[src/rtl/if_fetch_stage_pkg.sv]
// rtl/if_fetch_stage_pkg.sv - shared types and constants for the instruction-fetch stage
// Package if_pkg: fetch FSM state enum, word/PC width, halt opcode, NOP bubble word.
// Ports: none (package).
package if_pkg;
   localparam int XLEN = 32;

   typedef logic [XLEN-1:0] word_t;

   typedef enum logic [1:0] {
      RUN    = 2'd0,
      DRAIN  = 2'd1,
      HALTED = 2'd2
   } fetch_state_e;

   localparam logic [5:0] OPC_HALT = 6'h11;
   localparam word_t      NOP      = 32'h0000_0000;

   function automatic logic is_halt(input word_t w, input logic [5:0] opc);
      return (w[31:26] == opc);
   endfunction
endpackage

[src/rtl/if_fetch_stage_if.sv]
// rtl/if_fetch_stage_if.sv - fetch-stage bus: hazard/redirect inputs, imem port, IF/ID outputs
// Interface if_fetch_stage_if groups every non-clock signal of if_fetch_stage.
// Signals: stall, redirect, redirect_pc (control in); imem_addr (out) / imem_data (in);
//          if_id_instr, if_id_pc, if_id_pc_plus4, if_id_valid, halted (out);
//          perf_fetched, perf_bubbles (out, only when IF_PERF_CNT_EN is defined).
// Modports: master = fetch stage, slave = surrounding pipeline / memory.
interface if_fetch_stage_if;
   import if_pkg::*;

   logic  stall;
   logic  redirect;
   word_t redirect_pc;
   word_t imem_addr;
   word_t imem_data;
   word_t if_id_instr;
   word_t if_id_pc;
   word_t if_id_pc_plus4;
   logic  if_id_valid;
   logic  halted;
`ifdef IF_PERF_CNT_EN
   word_t perf_fetched;
   word_t perf_bubbles;

   modport master (
      input  stall, redirect, redirect_pc, imem_data,
      output imem_addr, if_id_instr, if_id_pc, if_id_pc_plus4, if_id_valid, halted,
             perf_fetched, perf_bubbles
   );
   modport slave (
      output stall, redirect, redirect_pc, imem_data,
      input  imem_addr, if_id_instr, if_id_pc, if_id_pc_plus4, if_id_valid, halted,
             perf_fetched, perf_bubbles
   );
`else
   modport master (
      input  stall, redirect, redirect_pc, imem_data,
      output imem_addr, if_id_instr, if_id_pc, if_id_pc_plus4, if_id_valid, halted
   );
   modport slave (
      output stall, redirect, redirect_pc, imem_data,
      input  imem_addr, if_id_instr, if_id_pc, if_id_pc_plus4, if_id_valid, halted
   );
`endif
endinterface

[src/rtl/if_fetch_stage_pc_gen.sv]
// rtl/if_fetch_stage_pc_gen.sv - PC register with redirect/hold/+4 next-PC selection
// Module if_pc_gen.
// Ports: clk, rst (async, active-high); i_load (take i_target); i_advance (pc+4);
//        i_target (redirect address, low 2 bits dropped); o_pc (PC register); o_pc_plus4.
module if_pc_gen
   import if_pkg::*;
#(
   parameter word_t RESET_PC = 32'h0000_0000
) (
   input  logic  clk,
   input  logic  rst,
   input  logic  i_load,
   input  logic  i_advance,
   input  word_t i_target,
   output word_t o_pc,
   output word_t o_pc_plus4
);
   word_t r_pc;
   word_t w_next;
   word_t w_pc_plus4;

   // 32-bit add wraps 32'hFFFF_FFFC to 0 naturally.
   assign w_pc_plus4 = r_pc + 32'd4;

   always_comb begin
      w_next = r_pc;
      if (i_load)
         w_next = i_target & ~32'd3;
      else if (i_advance)
         w_next = w_pc_plus4;
   end

   always_ff @(posedge clk or posedge rst) begin
      if (rst)
         r_pc <= RESET_PC;
      else
         r_pc <= w_next;
   end

   assign o_pc       = r_pc;
   assign o_pc_plus4 = w_pc_plus4;
endmodule

[src/rtl/if_fetch_stage.sv]
// rtl/if_fetch_stage.sv - instruction-fetch stage: PC, IF/ID register, stall/redirect/halt FSM
// Module if_fetch_stage. Optional feature macro: IF_PERF_CNT_EN (adds perf_fetched/perf_bubbles).
// Ports: clk (rising edge), rst (async, active-high), bus (if_fetch_stage_if.master):
//        stall, redirect, redirect_pc in; imem_addr out / imem_data in;
//        if_id_instr, if_id_pc, if_id_pc_plus4, if_id_valid, halted out.
module if_fetch_stage
   import if_pkg::*;
#(
   parameter word_t      RESET_PC     = 32'h0000_0000,
   parameter word_t      NOP_INSTR    = NOP,
   parameter logic [5:0] HALT_OPCODE  = OPC_HALT,
   parameter int         DRAIN_CYCLES = 4
) (
   input  logic clk,
   input  logic rst,
   if_fetch_stage_if.master bus
);
   localparam int              CW       = $clog2(DRAIN_CYCLES + 1);
   localparam logic [CW-1:0]   CNT_LAST = CW'(DRAIN_CYCLES - 1);

   fetch_state_e  r_state;
   logic [CW-1:0] r_cnt;
   word_t         r_instr;
   word_t         r_ipc;
   word_t         r_ip4;
   logic          r_valid;
   logic          r_halted;

   word_t w_pc;
   word_t w_pc_plus4;
   logic  w_live;
   logic  w_take_redirect;
   logic  w_advance;

   // HALTED ignores every control input, so redirect only counts while live.
   assign w_live          = (r_state != HALTED);
   assign w_take_redirect = w_live && bus.redirect;
   // PC advances only on a normal RUN cycle; in DRAIN it sits on the word after the halt.
   assign w_advance       = (r_state == RUN) && !bus.redirect && !bus.stall;

   if_pc_gen #(.RESET_PC(RESET_PC)) u_pc_gen (
      .clk        (clk),
      .rst        (rst),
      .i_load     (w_take_redirect),
      .i_advance  (w_advance),
      .i_target   (bus.redirect_pc),
      .o_pc       (w_pc),
      .o_pc_plus4 (w_pc_plus4)
   );

   always_ff @(posedge clk or posedge rst) begin
      if (rst) begin
         r_state  <= RUN;
         r_cnt    <= '0;
         r_instr  <= NOP_INSTR;
         r_ipc    <= '0;
         r_ip4    <= '0;
         r_valid  <= 1'b0;
         r_halted <= 1'b0;
      end else begin
         case (r_state)
            RUN: begin
               if (bus.redirect) begin
                  r_instr <= NOP_INSTR;
                  r_valid <= 1'b0;
               end else if (!bus.stall) begin
                  r_instr <= bus.imem_data;
                  r_ipc   <= w_pc;
                  r_ip4   <= w_pc_plus4;
                  r_valid <= 1'b1;
                  if (is_halt(bus.imem_data, HALT_OPCODE)) begin
                     r_state <= DRAIN;
                     r_cnt   <= '0;
                  end
               end
            end
            DRAIN: begin
               if (bus.redirect) begin
                  // Halt was on a mispredicted path: resume fetching at the target.
                  r_instr <= NOP_INSTR;
                  r_valid <= 1'b0;
                  r_cnt   <= '0;
                  r_state <= RUN;
               end else if (!bus.stall) begin
                  r_instr <= NOP_INSTR;
                  r_valid <= 1'b0;
                  r_cnt   <= r_cnt + 1'b1;
                  if (r_cnt == CNT_LAST) begin
                     r_state  <= HALTED;
                     r_halted <= 1'b1;
                  end
               end
            end
            default: ;
         endcase
      end
   end

   assign bus.imem_addr      = w_pc;
   assign bus.if_id_instr    = r_instr;
   assign bus.if_id_pc       = r_ipc;
   assign bus.if_id_pc_plus4 = r_ip4;
   assign bus.if_id_valid    = r_valid;
   assign bus.halted         = r_halted;

`ifdef IF_PERF_CNT_EN
   word_t r_fetched;
   word_t r_bubbles;

   always_ff @(posedge clk or posedge rst) begin
      if (rst) begin
         r_fetched <= '0;
         r_bubbles <= '0;
      end else begin
         if (w_advance && (r_fetched != 32'hFFFF_FFFF))
            r_fetched <= r_fetched + 32'd1;
         if (w_live && (bus.stall || bus.redirect) && (r_bubbles != 32'hFFFF_FFFF))
            r_bubbles <= r_bubbles + 32'd1;
      end
   end

   assign bus.perf_fetched = r_fetched;
   assign bus.perf_bubbles = r_bubbles;
`endif
endmodule

[src/flat_wrapper.sv]
// flat-port wrapper written by rule: the top's interface ports become plain ports
module if_fetch_stage_flat import if_pkg::*;
#(
   parameter word_t      RESET_PC     = 32'h0000_0000,
   parameter word_t      NOP_INSTR    = NOP,
   parameter logic [5:0] HALT_OPCODE  = OPC_HALT,
   parameter int         DRAIN_CYCLES = 4
)
  (clk, rst, bus_stall, bus_redirect, bus_redirect_pc, bus_imem_data, bus_imem_addr, bus_if_id_instr, bus_if_id_pc, bus_if_id_pc_plus4, bus_if_id_valid, bus_halted);
  if_fetch_stage_if bus_i ();
  input  logic clk;
  input  logic rst;
  input wire logic [$bits(bus_i.stall)-1:0] bus_stall;
  input wire logic [$bits(bus_i.redirect)-1:0] bus_redirect;
  input wire logic [$bits(bus_i.redirect_pc)-1:0] bus_redirect_pc;
  input wire logic [$bits(bus_i.imem_data)-1:0] bus_imem_data;
  output wire logic [$bits(bus_i.imem_addr)-1:0] bus_imem_addr;
  output wire logic [$bits(bus_i.if_id_instr)-1:0] bus_if_id_instr;
  output wire logic [$bits(bus_i.if_id_pc)-1:0] bus_if_id_pc;
  output wire logic [$bits(bus_i.if_id_pc_plus4)-1:0] bus_if_id_pc_plus4;
  output wire logic [$bits(bus_i.if_id_valid)-1:0] bus_if_id_valid;
  output wire logic [$bits(bus_i.halted)-1:0] bus_halted;
  assign bus_i.stall = bus_stall;
  assign bus_i.redirect = bus_redirect;
  assign bus_i.redirect_pc = bus_redirect_pc;
  assign bus_i.imem_data = bus_imem_data;
  assign bus_imem_addr = bus_i.imem_addr;
  assign bus_if_id_instr = bus_i.if_id_instr;
  assign bus_if_id_pc = bus_i.if_id_pc;
  assign bus_if_id_pc_plus4 = bus_i.if_id_pc_plus4;
  assign bus_if_id_valid = bus_i.if_id_valid;
  assign bus_halted = bus_i.halted;
  if_fetch_stage #(.RESET_PC(RESET_PC), .NOP_INSTR(NOP_INSTR), .HALT_OPCODE(HALT_OPCODE), .DRAIN_CYCLES(DRAIN_CYCLES)) u_core (.clk(clk), .rst(rst), .bus(bus_i));
endmodule
[config.mk]
export PLATFORM = sky130hd
export DESIGN_NAME = if_fetch_stage_flat
export DESIGN_NICKNAME = d
export VERILOG_FILES = /design/src/rtl/if_fetch_stage_pkg.sv /design/src/rtl/if_fetch_stage_if.sv /design/src/rtl/if_fetch_stage_pc_gen.sv /design/src/rtl/if_fetch_stage.sv /design/src/flat_wrapper.sv
export SDC_FILE = /design/constraint.sdc
export NUM_CORES = 1
export LEC_CHECK = 0
export ABC_CLOCK_PERIOD_IN_PS = 7490
export CAP_MARGIN = 20
export CORE_ASPECT_RATIO = 0.75
export CORE_MARGIN = 2
export CORE_UTILIZATION = 35
export CTS_BUF_LIST = sky130_fd_sc_hd__clkbuf_16
export DETAILED_ROUTE_END_ITERATION = 10
export PLACE_DENSITY = 0.72
export SYNTH_ARGS = -nofsm -noshare
export SYNTH_HDL_FRONTEND = slang
export SYNTH_SLANG_ARGS = --single-unit
[constraint.sdc]
create_clock -name clk -period 7.49 [get_ports clk]
set_clock_uncertainty 0.1 [all_clocks]
set_input_delay 1.498 -clock clk [delete_from_list [all_inputs] [get_ports clk]]
set_output_delay 1.498 -clock clk [all_outputs]
set_load 0.1 [all_outputs]
Yosys cells after proc, flatten, opt, wreduce, memory -nomap -nowiden
Index checks and enable logic that the tools add are counted.
{"block": "totals", "reg_bits": 135, "latchBits": 0, "ram_bits": 0, "romBits": 0, "out_inout_bits": 130, "word_cells": 60, "n_memories": 0}
{"block": "op_classes", "n_addsub": 2, "multipliers": 0, "div_mod_pow": 0, "n_lt_le_gt_ge": 0, "n_eq_ne": 10, "shifts": 0, "n_mux": 25, "bitwise": 2, "reduce_logical": 13}
{"cell": "32-bit two-way mux", "count": 6}
{"cell": "32-bit case mux with 2 select lines", "count": 1}
{"cell": "32-bit by 3-bit adder with 32-bit output (second input constant)", "count": 1}
{"cell": "3-bit two-way mux", "count": 5}
{"cell": "2-bit two-way mux", "count": 6}
{"cell": "2-bit inequality test (second input constant)", "count": 4}
{"cell": "6-bit by 5-bit == test with 1-bit output (second input constant)", "count": 1}
{"cell": "3-bit inequality test (second input constant)", "count": 2}
{"cell": "3-bit case mux with 2 select lines", "count": 1}
{"cell": "3-bit AND reduction", "count": 2}
{"cell": "6-bit AND reduction", "count": 1}
{"cell": "5-bit AND reduction", "count": 1}
{"cell": "1-bit two-way mux", "count": 4}
{"cell": "2-bit case mux with 2 select lines", "count": 1}
{"cell": "4-bit AND reduction", "count": 1}
{"cell": "2-bit nonzero test", "count": 2}
{"cell": "3-bit by 1-bit adder with 3-bit output (second input constant)", "count": 1}
{"cell": "3-bit by 2-bit == test with 1-bit output (second input constant)", "count": 1}
{"cell": "1-bit logical AND", "count": 3}
{"cell": "3-bit by 2-bit inequality test with 1-bit output (second input constant)", "count": 1}
{"cell": "2-bit by 1-bit == test with 1-bit output (second input constant)", "count": 1}
{"cell": "1-bit logical NOT", "count": 2}
{"cell": "2-bit logical NOT", "count": 1}
{"cell": "1-bit NOT", "count": 2}
{"cell": "1-bit case mux with 2 select lines", "count": 1}

Longest topological paths before layout
Gate-level depths: netlist of the first run.
{"block": "depth", "ltp_word": 5, "mapped_depth": 7, "mapped_depth_nobuf": 6}

Hierarchy
A second synthesis of the first run with hierarchy kept.
{"block": "hier_totals", "cells_unflattened": 541, "hier_area_um2": 6217.2}
{"module": "if_fetch_stage", "n_inst": 1, "cells_each": 253, "area_per_inst_um2": 3913.8, "seq_area_each_um2": 2577.5}
{"module": "if_pc_gen", "n_inst": 1, "cells_each": 288, "area_per_inst_um2": 2303.5, "seq_area_each_um2": 750.7}

Worst setup path before layout of the first run
OpenSTA, ideal clock, no wires.
{"block": "synth_path", "path_kind": "input-to-reg", "startpoint": "input port bus_redirect", "endpoint": "register u_core.r_ip4[18] (netlist: u_core.bus.if_id_pc_plus4[18])", "t_arrival_ps": 2614, "required_ps": 7256, "path_slack_ps": 4643, "path_stages": 6, "path_buffers": 3, "cell_sequence": "or4_1 > buf_2 > buf_2 > clkbuf_1 > nand2_1 > o21ai_0"}
{"block": "synth_via", "elab_chain_len": 2}
{"element": "start: declaration", "line": "flat_wrapper.sv:14", "rtl": "input wire logic [$bits(bus_i.redirect)-1:0] bus_redirect;"}
{"element": "1-bit NOT (no line)"}
{"element": "3-bit AND reduction (no line)"}
{"element": "end signal: assignment", "line": "if_fetch_stage.sv:69", "rtl": "r_ip4 <= w_pc_plus4;"}
{"element": "end: declaration", "line": "if_fetch_stage.sv:25", "rtl": "word_t r_ip4;"}
No other way between the ends.
A chain may end at the register's enable or synchronous reset.

Worst setup path in the final report of the first run
{"block": "layout_path", "startpoint": "register u_core.u_pc_gen.r_pc[7] (netlist: u_core.u_pc_gen.o_pc[7])", "endpoint": "output port bus_imem_addr[7]"}
{"element": "start: declaration", "line": "if_fetch_stage_pc_gen.sv:18", "rtl": "word_t r_pc;"}
{"element": "start signal: assignment", "line": "if_fetch_stage_pc_gen.sv:37", "rtl": "r_pc <= w_next;"}
{"element": "end: declaration", "line": "flat_wrapper.sv:17", "rtl": "output wire logic [$bits(bus_i.imem_addr)-1:0] bus_imem_addr;"}
No word-level cell between the ends.

==> results by group, run 1 <==
Drt
  – Final routed wirelength across all metal layers: about 16000 um
  – Vias/cell: 4.99
  – Number of nets still failing antenna checks after routing: 0
  – Number of detailed-routing iterations run before antenna repair: 5
  – Number of vias after detailed routing: 4744
  – Post-detailed-route DRC marker count: 0
  – Wirelength per Cell: 16.9 um
  – DR iter-0 viols: 332

Pwr
  – Overall power: 2.64 mW
  – Worst vdd rail ir drop: 0.210 mV
  – Cell leakage power: 3.55 nW
  – Power per standard cell area: 321 nW/um^2

Clock network
  – Number of hold buffers added after CTS: 0
  – CTS Buf Count: 17
  – Resize count post-CTS: 0
  – TritonCTS sink count: 129
  – Max Root-Sink Buffers: 2
  – CTS clock-pin slew for the worst setup and hold paths: 60 ps
  – CTS tree: yes
  – Clock root buffer: sky130_fd_sc_hd__clkbuf_16
  – Setup Buffers After CTS: 0
  – Clock latency of the later-clocked register in the worst-skew pair: 420 ps
  – H-tree levels: 4

Finish
  – Final std cell area, no fill: 8230 um^2
  – Area grow syn2layout: 46.1%
  – Share of final-layout standard cells stronger than drive strength 1: 0.0688
  – Leading cell type in the layout, fill and taps excluded: sky130_fd_sc_hd__clkdlybuf4s50_1
  – Core occupancy in the finished layout: 0.519
  – Post-layout net count: about 800
  – Antenna fix cells: 0
  – Top library cells by usage in the layout, fill and taps aside: sky130_fd_sc_hd__clkdlybuf4s50_1 (189), sky130_fd_sc_hd__nand2_1 (140), sky130_fd_sc_hd__dfrtp_1 (129)

Setup path
  – Slowest stage cell, crit path: sky130_fd_sc_hd__clkdlybuf4s50_1
  – Cell Chain, Critical Path: clkdlybuf4s50_1
  – Critical setup path kind: reg -> out
  – Buf/Inv on CP: 1
  – Stage delay of the slowest cell on the critical path: 1220 ps
  – Arrival time reported for the critical path endpoint: ~2200 ps
  – Maximum fanout along the worst path: 10
  – Nature of the critical path startpoint: flip-flop
  – Endpoint type of the worst setup path: output port
  – Endpoint required time on the critical path: 5890 ps
  – Category of cells accounting for the largest share of critical-path delay: buffers and inverters

STA
  – Final clock period utilization by the worst path: 0.510
  – Unrepaired setup endpoints after global routing: no
  – Final period demand of the worst path: 3820 ps
  – Final setup violating endpoints: 0
  – Max-slew headroom at the worst pin: 0.297
  – Maximum clock frequency: 0.262 GHz
  – Least-Margin Pin Slew: around 1100 ps
  – Slew Viols, Final: 0
  – Hold Worst Slack: approximately 370 ps
  – Final Hold Violating Endpoints: 0
  – Final total negative setup slack: 0 ps

Synthesis
  – #FFs+latches synth: 129
  – Area leader, netlist: sky130_fd_sc_hd__dfrtp_1
  – Library cells used by synthesis: 45
  – Most area-consuming cells after synthesis: sky130_fd_sc_hd__dfrtp_1 (57%), sky130_fd_sc_hd__nand2_1 (9.3%), sky130_fd_sc_hd__a22o_1 (5.1%), sky130_fd_sc_hd__o21ai_0 (4.4%), sky130_fd_sc_hd__xor2_1 (2.5%)
  – Post-synth EDFFs: 0
  – Number of cells produced by synthesis: 554
  – Cell area after synthesis: between 5000 and 6000 um^2
  – Yosys top cell area share: 0.573
  – Per-instance average area after synthesis: 10.2 um^2
  – Async set or reset register ratio after synthesis: 1.00
  – Yosys synthesis warning count: 0
  – Top flip-flop cell by instance count after synthesis: sky130_fd_sc_hd__dfrtp_1
  – Part of the Yosys area used for sequential elements: 0.573

Job
  – Number of maximum-capacitance violations: 0

Global route
  – GRT Overall Usage: 0.193
  – Total global routing overflow: 0
  – Number of antenna violations at the first check in global routing: 0
  – Global-route wire length before repair: 25300 um
  – Maximum number of pins on one net before global-route repair: 77
  – Vias in the first global route: 4583

Floorplan
  – Die Area: 17100 um^2
  – DIE WIDTH: 150 um
  – Initial Utilization: 0.355
  – Boundary pin count: just under 200
  – Core region area: 15900 um^2
  – Height of the die: about 110 um
  – # rows: 40

Placement
  – HPWL Detailed: 11000 um
  – Total placed instance area: 7660 um^2
  – Final Wtd Congestion: 0.810
  – Port Buf Inserts: 189

Outcome
  – Run status: completed

Min path
  – Class of the worst hold path: reg -> reg
[kinds of logic after synthesis]
kind of cell / Yosys count / synth area share
buf+inv: 52 / 0.0424
simple gates: 213 / 0.176
flops: 129 / 0.573
xor+xnor: 28 / 0.0435
fa+ha+maj: 3 / 0.00667
compound gates: 127 / 0.156
mux: 1 / 0.00200
other cells: 1 / 0.000666
[where the power goes]
group | total (mW) | internal [mW] | switching, mW | leakage (nW)
logic | 1.02 | 0.231 | 0.792 | 1.65
clock network | 0.751 | 0.426 | 0.325 | 0.259
registers | 0.866 | 0.783 | 0.0836 | 1.63
total | 2.64 | 1.44 | 1.20 | 3.55
[Yosys cell counts (2+ instances only)]
master and count:
sky130_fd_sc_hd__a21o_1 3, sky130_fd_sc_hd__a21oi_1 6, sky130_fd_sc_hd__a221o_1 11, sky130_fd_sc_hd__a22o_1 33, sky130_fd_sc_hd__a22oi_1 14, sky130_fd_sc_hd__and3_1 3, sky130_fd_sc_hd__buf_1 2, sky130_fd_sc_hd__buf_2 15
sky130_fd_sc_hd__buf_4 6, sky130_fd_sc_hd__clkbuf_1 20, sky130_fd_sc_hd__clkbuf_2 2, sky130_fd_sc_hd__dfrtp_1 129, sky130_fd_sc_hd__ha_1 3, sky130_fd_sc_hd__inv_1 7, sky130_fd_sc_hd__nand2_1 140, sky130_fd_sc_hd__nand2b_1 4
sky130_fd_sc_hd__nand3_1 14, sky130_fd_sc_hd__nand4_1 6, sky130_fd_sc_hd__nand4_4 2, sky130_fd_sc_hd__nor2_1 14, sky130_fd_sc_hd__nor3_1 6, sky130_fd_sc_hd__nor3b_1 3, sky130_fd_sc_hd__nor4_1 9, sky130_fd_sc_hd__nor4_2 2
sky130_fd_sc_hd__o21ai_0 50, sky130_fd_sc_hd__o21ai_1 3, sky130_fd_sc_hd__o311ai_0 2, sky130_fd_sc_hd__or2_2 2, sky130_fd_sc_hd__xnor2_1 12, sky130_fd_sc_hd__xor2_1 16
[per-layer routing]
metal / part of all wire / vias up / GRT usage / wire [um]
met2: 0.44 / 157 / 0.274 / 7010
li1: - / 2279 / - / -
met1: 0.47 / 2302 / 0.273 / 7520
met5: 0 / - / 0 / 0
met3: 0.092 / 6 / 0.0812 / 1480
met4: 0.0043 / 0 / 0.0428 / 69
[path summary, 6_finish.rpt]
check                                                    start  cells past startpoint  slack (ps)                                        end
max                        u_core.u_pc_gen.o_pc[7]$_DFFE_PP0P_                      1        3670                           bus_imem_addr[7]
min                        u_core.bus.if_id_pc[10]$_DFFE_PP0P_                      2         370        u_core.bus.if_id_pc[10]$_DFFE_PP0P_
max reg2reg                      u_core.r_state[1]$_DFFE_PP0P_                      5        4910       u_core.u_pc_gen.o_pc[16]$_DFFE_PP0P_
min reg2reg                u_core.bus.if_id_pc[10]$_DFFE_PP0P_                      2         370        u_core.bus.if_id_pc[10]$_DFFE_PP0P_
max in group asynchronous                                  rst                      3        4610  u_core.bus.if_id_pc_plus4[11]$_DFFE_PP0P_
min in group asynchronous                                  rst                      2        1450     u_core.bus.if_id_instr[10]$_DFFE_PP0P_
[final cells by class]
type	count	area, um^2
Clock buffer	17	425
Sequential cell	129	3230
Clock inverter	15	114
Multi-Input combinational cell	378	2210
Tap cell	210	263
Inverter	7	31.3
Timing Repair Buffer	195	1960
Fill cell	1437	7640
[through the flow]
step / setup WS (ps) / cells
6_report: 3670 / 951
5_1_grt: 3600 / 951
4_1_cts: 3650 / 950
3_5_place_dp: 3350 / 918
3_3_place_gp: 3390 / 918
2_1_floorplan: 2450 / 559
[registers in the layout (all words and copies together) (netlist names)]
register and cells:
u_core.bus.halted 1, u_core.bus.if_id_instr 32, u_core.bus.if_id_pc 30, u_core.bus.if_id_pc_plus4 30, u_core.bus.if_id_valid 1, u_core.r_cnt 3, u_core.r_state 2, u_core.u_pc_gen.o_pc 30
[worst reg2reg max path, delay by kind of cell, from the launching register on]
kind	cells	cell delay (ps)
compound gates	2	530
flops	1	540
simple gates	2	630
buf+inv	1	680
No activity file was read; power rests on OpenSTA's default activity.
==> run 2: changes to the inputs <==
- ABC_CLOCK_PERIOD_IN_PS: 7490 -> 3900
- clock period: 7.49 -> 3.9 ns (I/O delays scaled with it)
==> run 2 against run 1 <==
Net effect: global-route usage is 0.28 points higher; via count up 1.6%; cell count up 0.21%; count of clock-buffer cells in the layout is the same; setup slack got worse by 2900 ps; critical path depth did not move; core utilization is 0.49 points higher; combinational power up 93%; non-clock buffer count up 2; worst hold slack got worse by 0.91 ps; largest cell class unchanged.
==> results by group, run 2 (synthesis results as in run 1) <==
Placement
  – HPWL Detailed: 10900 um
  – Final Wtd Congestion: 0.799
  – Setup WS pre-CTS: 850 ps
  – Port Buf Inserts: 189

Setup path
  – Endpoint type of the worst setup path: output port
  – Slowest stage cell, crit path: sky130_fd_sc_hd__clkdlybuf4s50_1
  – Category of cells accounting for the largest share of critical-path delay: buffers and inverters
  – Maximum fanout along the worst path: 10
  – Worst setup startpoint: u_core.u_pc_gen.o_pc[11]$_DFFE_PP0P_
  – Nature of the critical path startpoint: flip-flop
  – Stage delay of the slowest cell on the critical path: 1220 ps
  – Buf/Inv on CP: 1
  – Arrival time reported for the critical path endpoint: 2210 ps
  – Critical setup path kind: reg -> out
  – Endpoint required time on the critical path: 3020 ps
  – R2R Path Start: u_core.u_pc_gen.o_pc[2]$_DFFE_PP0P_
  – Cell Chain, Critical Path: clkdlybuf4s50_1

Finish
  – Leading cell type in the layout, fill and taps excluded: sky130_fd_sc_hd__clkdlybuf4s50_1
  – Share of final-layout standard cells stronger than drive strength 1: 0.0740
  – Antenna fix cells: 0
  – Post-layout net count: 801
  – Number of filler cells placed in the layout: 1437
  – Area grow syn2layout: 47.5%
  – Flip-flop count of the largest register, all copies and words added: 32
  – Top library cells by usage in the layout, fill and taps aside: sky130_fd_sc_hd__clkdlybuf4s50_1 (186), sky130_fd_sc_hd__nand2_1 (140), sky130_fd_sc_hd__dfrtp_1 (129)

Min path
  – Class of the worst hold path: reg -> reg
  – Hold_sp: u_core.bus.halted$_DFFE_PP0P_

Floorplan
  – Die Area: 17100 um^2
  – Initial Utilization: 0.355
  – Core region area: 15900 um^2
  – Height of the die: roughly 110 um
  – Boundary pin count: around 200
  – # rows: 40
  – DIE WIDTH: 150 um

STA
  – Final period demand of the worst path: 3090 ps
  – Unrepaired setup endpoints after global routing: no
  – Final setup violating endpoints: 0
  – Final clock period utilization by the worst path: 0.792
  – Maximum clock frequency: between 0.3 and 0.4 GHz
  – Final total negative setup slack: 0 ps
  – Slew Viols, Final: 0
  – Least-Margin Pin Slew: around 1000 ps
  – Worst path setup slack after routing: about 810 ps
  – Max-slew headroom at the worst pin: 0.301
  – Final Hold Violating Endpoints: 0

Clock network
  – Number of hold buffers added after CTS: 0
  – Setup Buffers After CTS: 0
  – CTS Buf Count: 17
  – CTS clock-pin slew for the worst setup and hold paths: ~60 ps
  – Max Root-Sink Buffers: 2
  – TritonCTS sink count: approximately 130
  – Clock root buffer: sky130_fd_sc_hd__clkbuf_16
  – CTS tree: yes
  – Clock latency of the later-clocked register in the worst-skew pair: about 410 ps
  – Resize count post-CTS: 0
  – H-tree levels: 4

Drt
  – DR iter-0 viols: 298
  – Vias/cell: 5.06
  – Final routed wirelength across all metal layers: roughly 16000 um
  – Post-detailed-route DRC marker count: 0
  – Number of vias after detailed routing: 4822
  – Number of nets still failing antenna checks after routing: 0
  – Number of detailed-routing iterations run before antenna repair: 4
  – Wirelength per Cell: 17.0 um

Pwr
  – Power per standard cell area: 637 nW/um^2
  – Worst vdd rail ir drop: 0.313 mV
  – Cell leakage power: 3.60 nW

Global route
  – Total global routing overflow: 0
  – Vias in the first global route: 4723
  – GRT Overall Usage: 0.195
  – Global-route wire length before repair: 25700 um
  – Number of antenna violations at the first check in global routing: 0
  – Maximum number of pins on one net before global-route repair: between 100 and 150

Outcome
  – Run status: completed

Job
  – Number of maximum-capacitance violations: 0
==> run 2: cell count changes in the layout (fill, tap and decap cells not counted) <==
cell	change
sky130_fd_sc_hd__buf_12	+1
sky130_fd_sc_hd__buf_16	-1
sky130_fd_sc_hd__buf_4	+5
sky130_fd_sc_hd__bufinv_16	+4
sky130_fd_sc_hd__clkdlybuf4s50_1	-3
sky130_fd_sc_hd__clkinv_1	+1
sky130_fd_sc_hd__clkinv_2	+1
sky130_fd_sc_hd__clkinv_4	-1
sky130_fd_sc_hd__clkinvlp_4	-1
sky130_fd_sc_hd__inv_6	-4
==> run 2: path summary, 6_finish.rpt <==
path	to	slack, ps	cells after the start
min reg2reg	u_core.bus.halted$_DFFE_PP0P_	370	1
max reg2reg	u_core.u_pc_gen.o_pc[18]$_DFFE_PP0P_	1290	5
max in group asynchronous	u_core.bus.if_id_pc_plus4[23]$_DFFE_PP0P_	2380	3
min	u_core.bus.halted$_DFFE_PP0P_	370	1
min in group asynchronous	u_core.bus.if_id_instr[23]$_DFFE_PP0P_	810	3
max	bus_imem_addr[11]	810	1
==> run 2: area by class of cell <==
cell class              count  area (um^2)  share of cell area
inverters                   7         30.0             0.00362
clock buffers              17          425              0.0512
well taps                 210          263              0.0316
multi-input cells         378         2210               0.266
clock inverters            15          193              0.0232
flip-flops and latches    129         3230               0.389
repair buffers            197         1960               0.236
==> run 2: routing by layer <==
layer	up-vias	track usage	part of all wire
met5	-	0	0
met4	0	0.0654	0.0033
met3	6	0.0708	0.091
met2	193	0.281	0.44
met1	2341	0.273	0.47
li1	2282	-	-
==> run 2: where the power goes <==
group | total (mW) | switching, mW | internal, mW
logic | 1.97 | 1.52 | 0.442
registers | 1.67 | 0.161 | 1.50
clock network | 1.66 | 0.592 | 1.07
==> run 2: per-stage QoR <==
step | util | power (mW) | hold WS, ps | area [um^2] | std cells
after floorplan | - | 3.14 | 373 | 5650 | 559
after global placement | 0.485 | 3.64 | 351 | 7690 | 921
after detailed placement | 0.485 | 3.65 | 359 | 7690 | 921
after CTS | 0.524 | 5.34 | 372 | 8310 | 953
after global routing | 0.524 | 5.49 | 390 | 8310 | 953
final | 0.524 | 5.29 | 372 | 8310 | 953
==> run 3: changes to the inputs <==
- ABC_CLOCK_PERIOD_IN_PS: 3900 -> 2600
- PLACE_DENSITY: 0.72 -> 0.74
- clock period: 3.9 -> 2.6 ns (I/O delays scaled with it)
==> run 3 against run 2 <==
Net effect: via count decreased by 0.54%; critical endpoint is now u_core.u_pc_gen.o_pc[20]$_DFFE_PP0P_; clock power increased by 37%; register-to-register slack got worse by 980 ps.
==> results by group, run 3 (synthesis results as in run 1) <==
Floorplan
  – Boundary pin count: 198
  – DIE WIDTH: 150 um
  – # rows: 40
  – Die Area: 17100 um^2
  – Height of the die: between 100 and 150 um
  – Core region area: 15900 um^2
  – Initial Utilization: 0.355

Clock network
  – Clock root buffer: sky130_fd_sc_hd__clkbuf_16
  – CTS Buf Count: 17
  – Clock latency of the later-clocked register in the worst-skew pair: between 400 and 500 ps
  – Number of hold buffers added after CTS: 0
  – TritonCTS sink count: 129
  – Max Root-Sink Buffers: 2
  – H-tree levels: 4
  – CTS tree: yes
  – Setup Buffers After CTS: 0
  – Resize count post-CTS: 0
  – CTS clock-pin slew for the worst setup and hold paths: approximately 60 ps

Setup path
  – Endpoint type of the worst setup path: flip-flop
  – Endpoint required time on the critical path: 2790 ps
  – Stages on worst setup path: 6
  – Maximum fanout along the worst path: 6
  – Category of cells accounting for the largest share of critical-path delay: simple AND/OR/NAND/NOR gates
  – Buf/Inv on CP: 0
  – Cell Chain, Critical Path: ha_1 > nand4_1 > or4_4 > nor2_1 > xnor2_1 > o21ai_1
  – Slowest stage cell, crit path: sky130_fd_sc_hd__or4_4
  – Stage delay of the slowest cell on the critical path: 570 ps
  – Number of cell instances on the worst register-to-register path: 6
  – Critical setup path kind: reg -> reg
  – Arrival time reported for the critical path endpoint: 2480 ps
  – Nature of the critical path startpoint: flip-flop

Global route
  – GRT Overall Usage: 0.193
  – Total global routing overflow: 0
  – Global-route wire length before repair: between 20000 and 30000 um
  – Maximum number of pins on one net before global-route repair: 91
  – Number of antenna violations at the first check in global routing: 0
  – Vias in the first global route: ~4.7k

Drt
  – Number of nets still failing antenna checks after routing: 0
  – Met3 WL post-DR: 1460 um
  – Post-detailed-route DRC marker count: 0
  – Top routing layer used: met4
  – DR iter-0 viols: 267
  – Number of vias after detailed routing: 4796
  – Wirelength per Cell: 16.4 um
  – Routed wire length on met2: 6740 um
  – Vias/cell: 4.95
  – Number of detailed-routing iterations run before antenna repair: 5
  – WL met1: 7620 um
  – Final routed wirelength across all metal layers: 15900 um

STA
  – Hold Worst Slack: 371 ps
  – Max-slew headroom at the worst pin: 0.566
  – Worst path setup slack after routing: 310 ps
  – Final clock period utilization by the worst path: 0.881
  – Final period demand of the worst path: 2290 ps
  – Slew Viols, Final: 0
  – Final Hold Violating Endpoints: 0
  – Least-Margin Pin Slew: roughly 650 ps
  – Unrepaired setup endpoints after global routing: no
  – Maximum clock frequency: 0.437 GHz
  – Final setup violating endpoints: 0
  – Final total negative setup slack: 0 ps

Min path
  – Hold depth: 2
  – Class of the worst hold path: reg -> reg

Finish
  – Number of filler cells placed in the layout: 1438
  – Flip-flop count of the largest register, all copies and words added: 32
  – Post-layout net count: 816
  – Antenna fix cells: 0
  – Leading cell type in the layout, fill and taps excluded: sky130_fd_sc_hd__buf_4
  – Top library cells by usage in the layout, fill and taps aside: sky130_fd_sc_hd__buf_4 (143), sky130_fd_sc_hd__nand2_1 (140), sky130_fd_sc_hd__dfrtp_1 (127)
  – Fin cells: 968
  – Area grow syn2layout: 43.7%
  – Share of final-layout standard cells stronger than drive strength 1: 0.257

Outcome
  – Run status: completed

Pwr
  – Power per standard cell area: 947 nW/um^2
  – Cell leakage power: 3.81 nW
  – Worst vdd rail ir drop: ~0.52 mV

Placement
  – Port Buf Inserts: 189
  – Placed instance count: 936
  – Setup WS pre-CTS: 133 ps
  – HPWL Detailed: 11200 um
  – Final Wtd Congestion: 0.798

Job
  – Number of maximum-capacitance violations: 0
-- run 3: cell count changes in the layout (fill, tap and decap cells not counted), moves of 2 or more --
cell,before,now
sky130_fd_sc_hd__dfrtp_2,0,2
sky130_fd_sc_hd__dfrtp_1,129,127
sky130_fd_sc_hd__inv_6,1,5
sky130_fd_sc_hd__clkinvlp_4,2,4
sky130_fd_sc_hd__buf_4,10,143
sky130_fd_sc_hd__clkdlybuf4s50_1,186,65
sky130_fd_sc_hd__buf_12,1,4
sky130_fd_sc_hd__bufinv_16,4,1
sky130_fd_sc_hd__clkinv_4,4,2
-- run 3: through the flow --
stage / power [mW] / cell area [um^2] / utilization
floorplan: 4.71 / 5660 / -
global placement: 5.42 / 7540 / 0.475
detailed placement: 5.44 / 7540 / 0.475
CTS: 7.73 / 8100 / 0.510
global route: 7.96 / 8100 / 0.510
finish: 7.67 / 8100 / 0.510
-- run 3: final cells by class --
type / instances / area, um^2 / share of cell area
flip-flops and latches: 129 / 3230 / 0.399
well taps: 210 / 263 / 0.0325
clock inverters: 15 / 133 / 0.0164
repair buffers: 212 / 1800 / 0.223
inverters: 7 / 30.0 / 0.00371
clock buffers: 17 / 425 / 0.0526
multi-input cells: 378 / 2210 / 0.273
-- run 3: final timing paths --
kind                                                           from                              endpoint  slack, ps
worst max register to register  u_core.u_pc_gen.o_pc[3]$_DFFE_PP0P_  u_core.u_pc_gen.o_pc[20]$_DFFE_PP0P_        310
max in group asynchronous                                       rst   u_core.u_pc_gen.o_pc[3]$_DFFE_PP0P_       1510
worst min-delay path            u_core.bus.if_id_pc[19]$_DFFE_PP0P_   u_core.bus.if_id_pc[19]$_DFFE_PP0P_        370
min in group asynchronous                                       rst    u_core.bus.if_id_pc[8]$_DFFE_PP0P_        460
worst min register to register  u_core.bus.if_id_pc[19]$_DFFE_PP0P_   u_core.bus.if_id_pc[19]$_DFFE_PP0P_        370
worst max-delay path            u_core.u_pc_gen.o_pc[3]$_DFFE_PP0P_  u_core.u_pc_gen.o_pc[20]$_DFFE_PP0P_        310
-- run 3: power by group --
part	switching (mW)	internal [mW]	leakage, nW	total [mW]
logic	2.31	0.603	1.91	2.91
registers	0.227	2.26	1.63	2.48
clock network	0.951	1.32	0.268	2.27
-- run 3: layer usage --
| layer | vias to the layer above | track usage |
|---|---|---|
| met5 | - | 0 |
| met4 | 0 | 0.0396 |
| met2 | 164 | 0.273 |
| li1 | 2301 | - |
| met1 | 2323 | 0.281 |
| met3 | 8 | 0.0744 |
-- run 3: tightest hold or removal path, cell delays in order (launching register included) --
cell,delay (ps)
sky130_fd_sc_hd__dfrtp_1,340
sky130_fd_sc_hd__nand2_1,50
sky130_fd_sc_hd__nand2_1,50
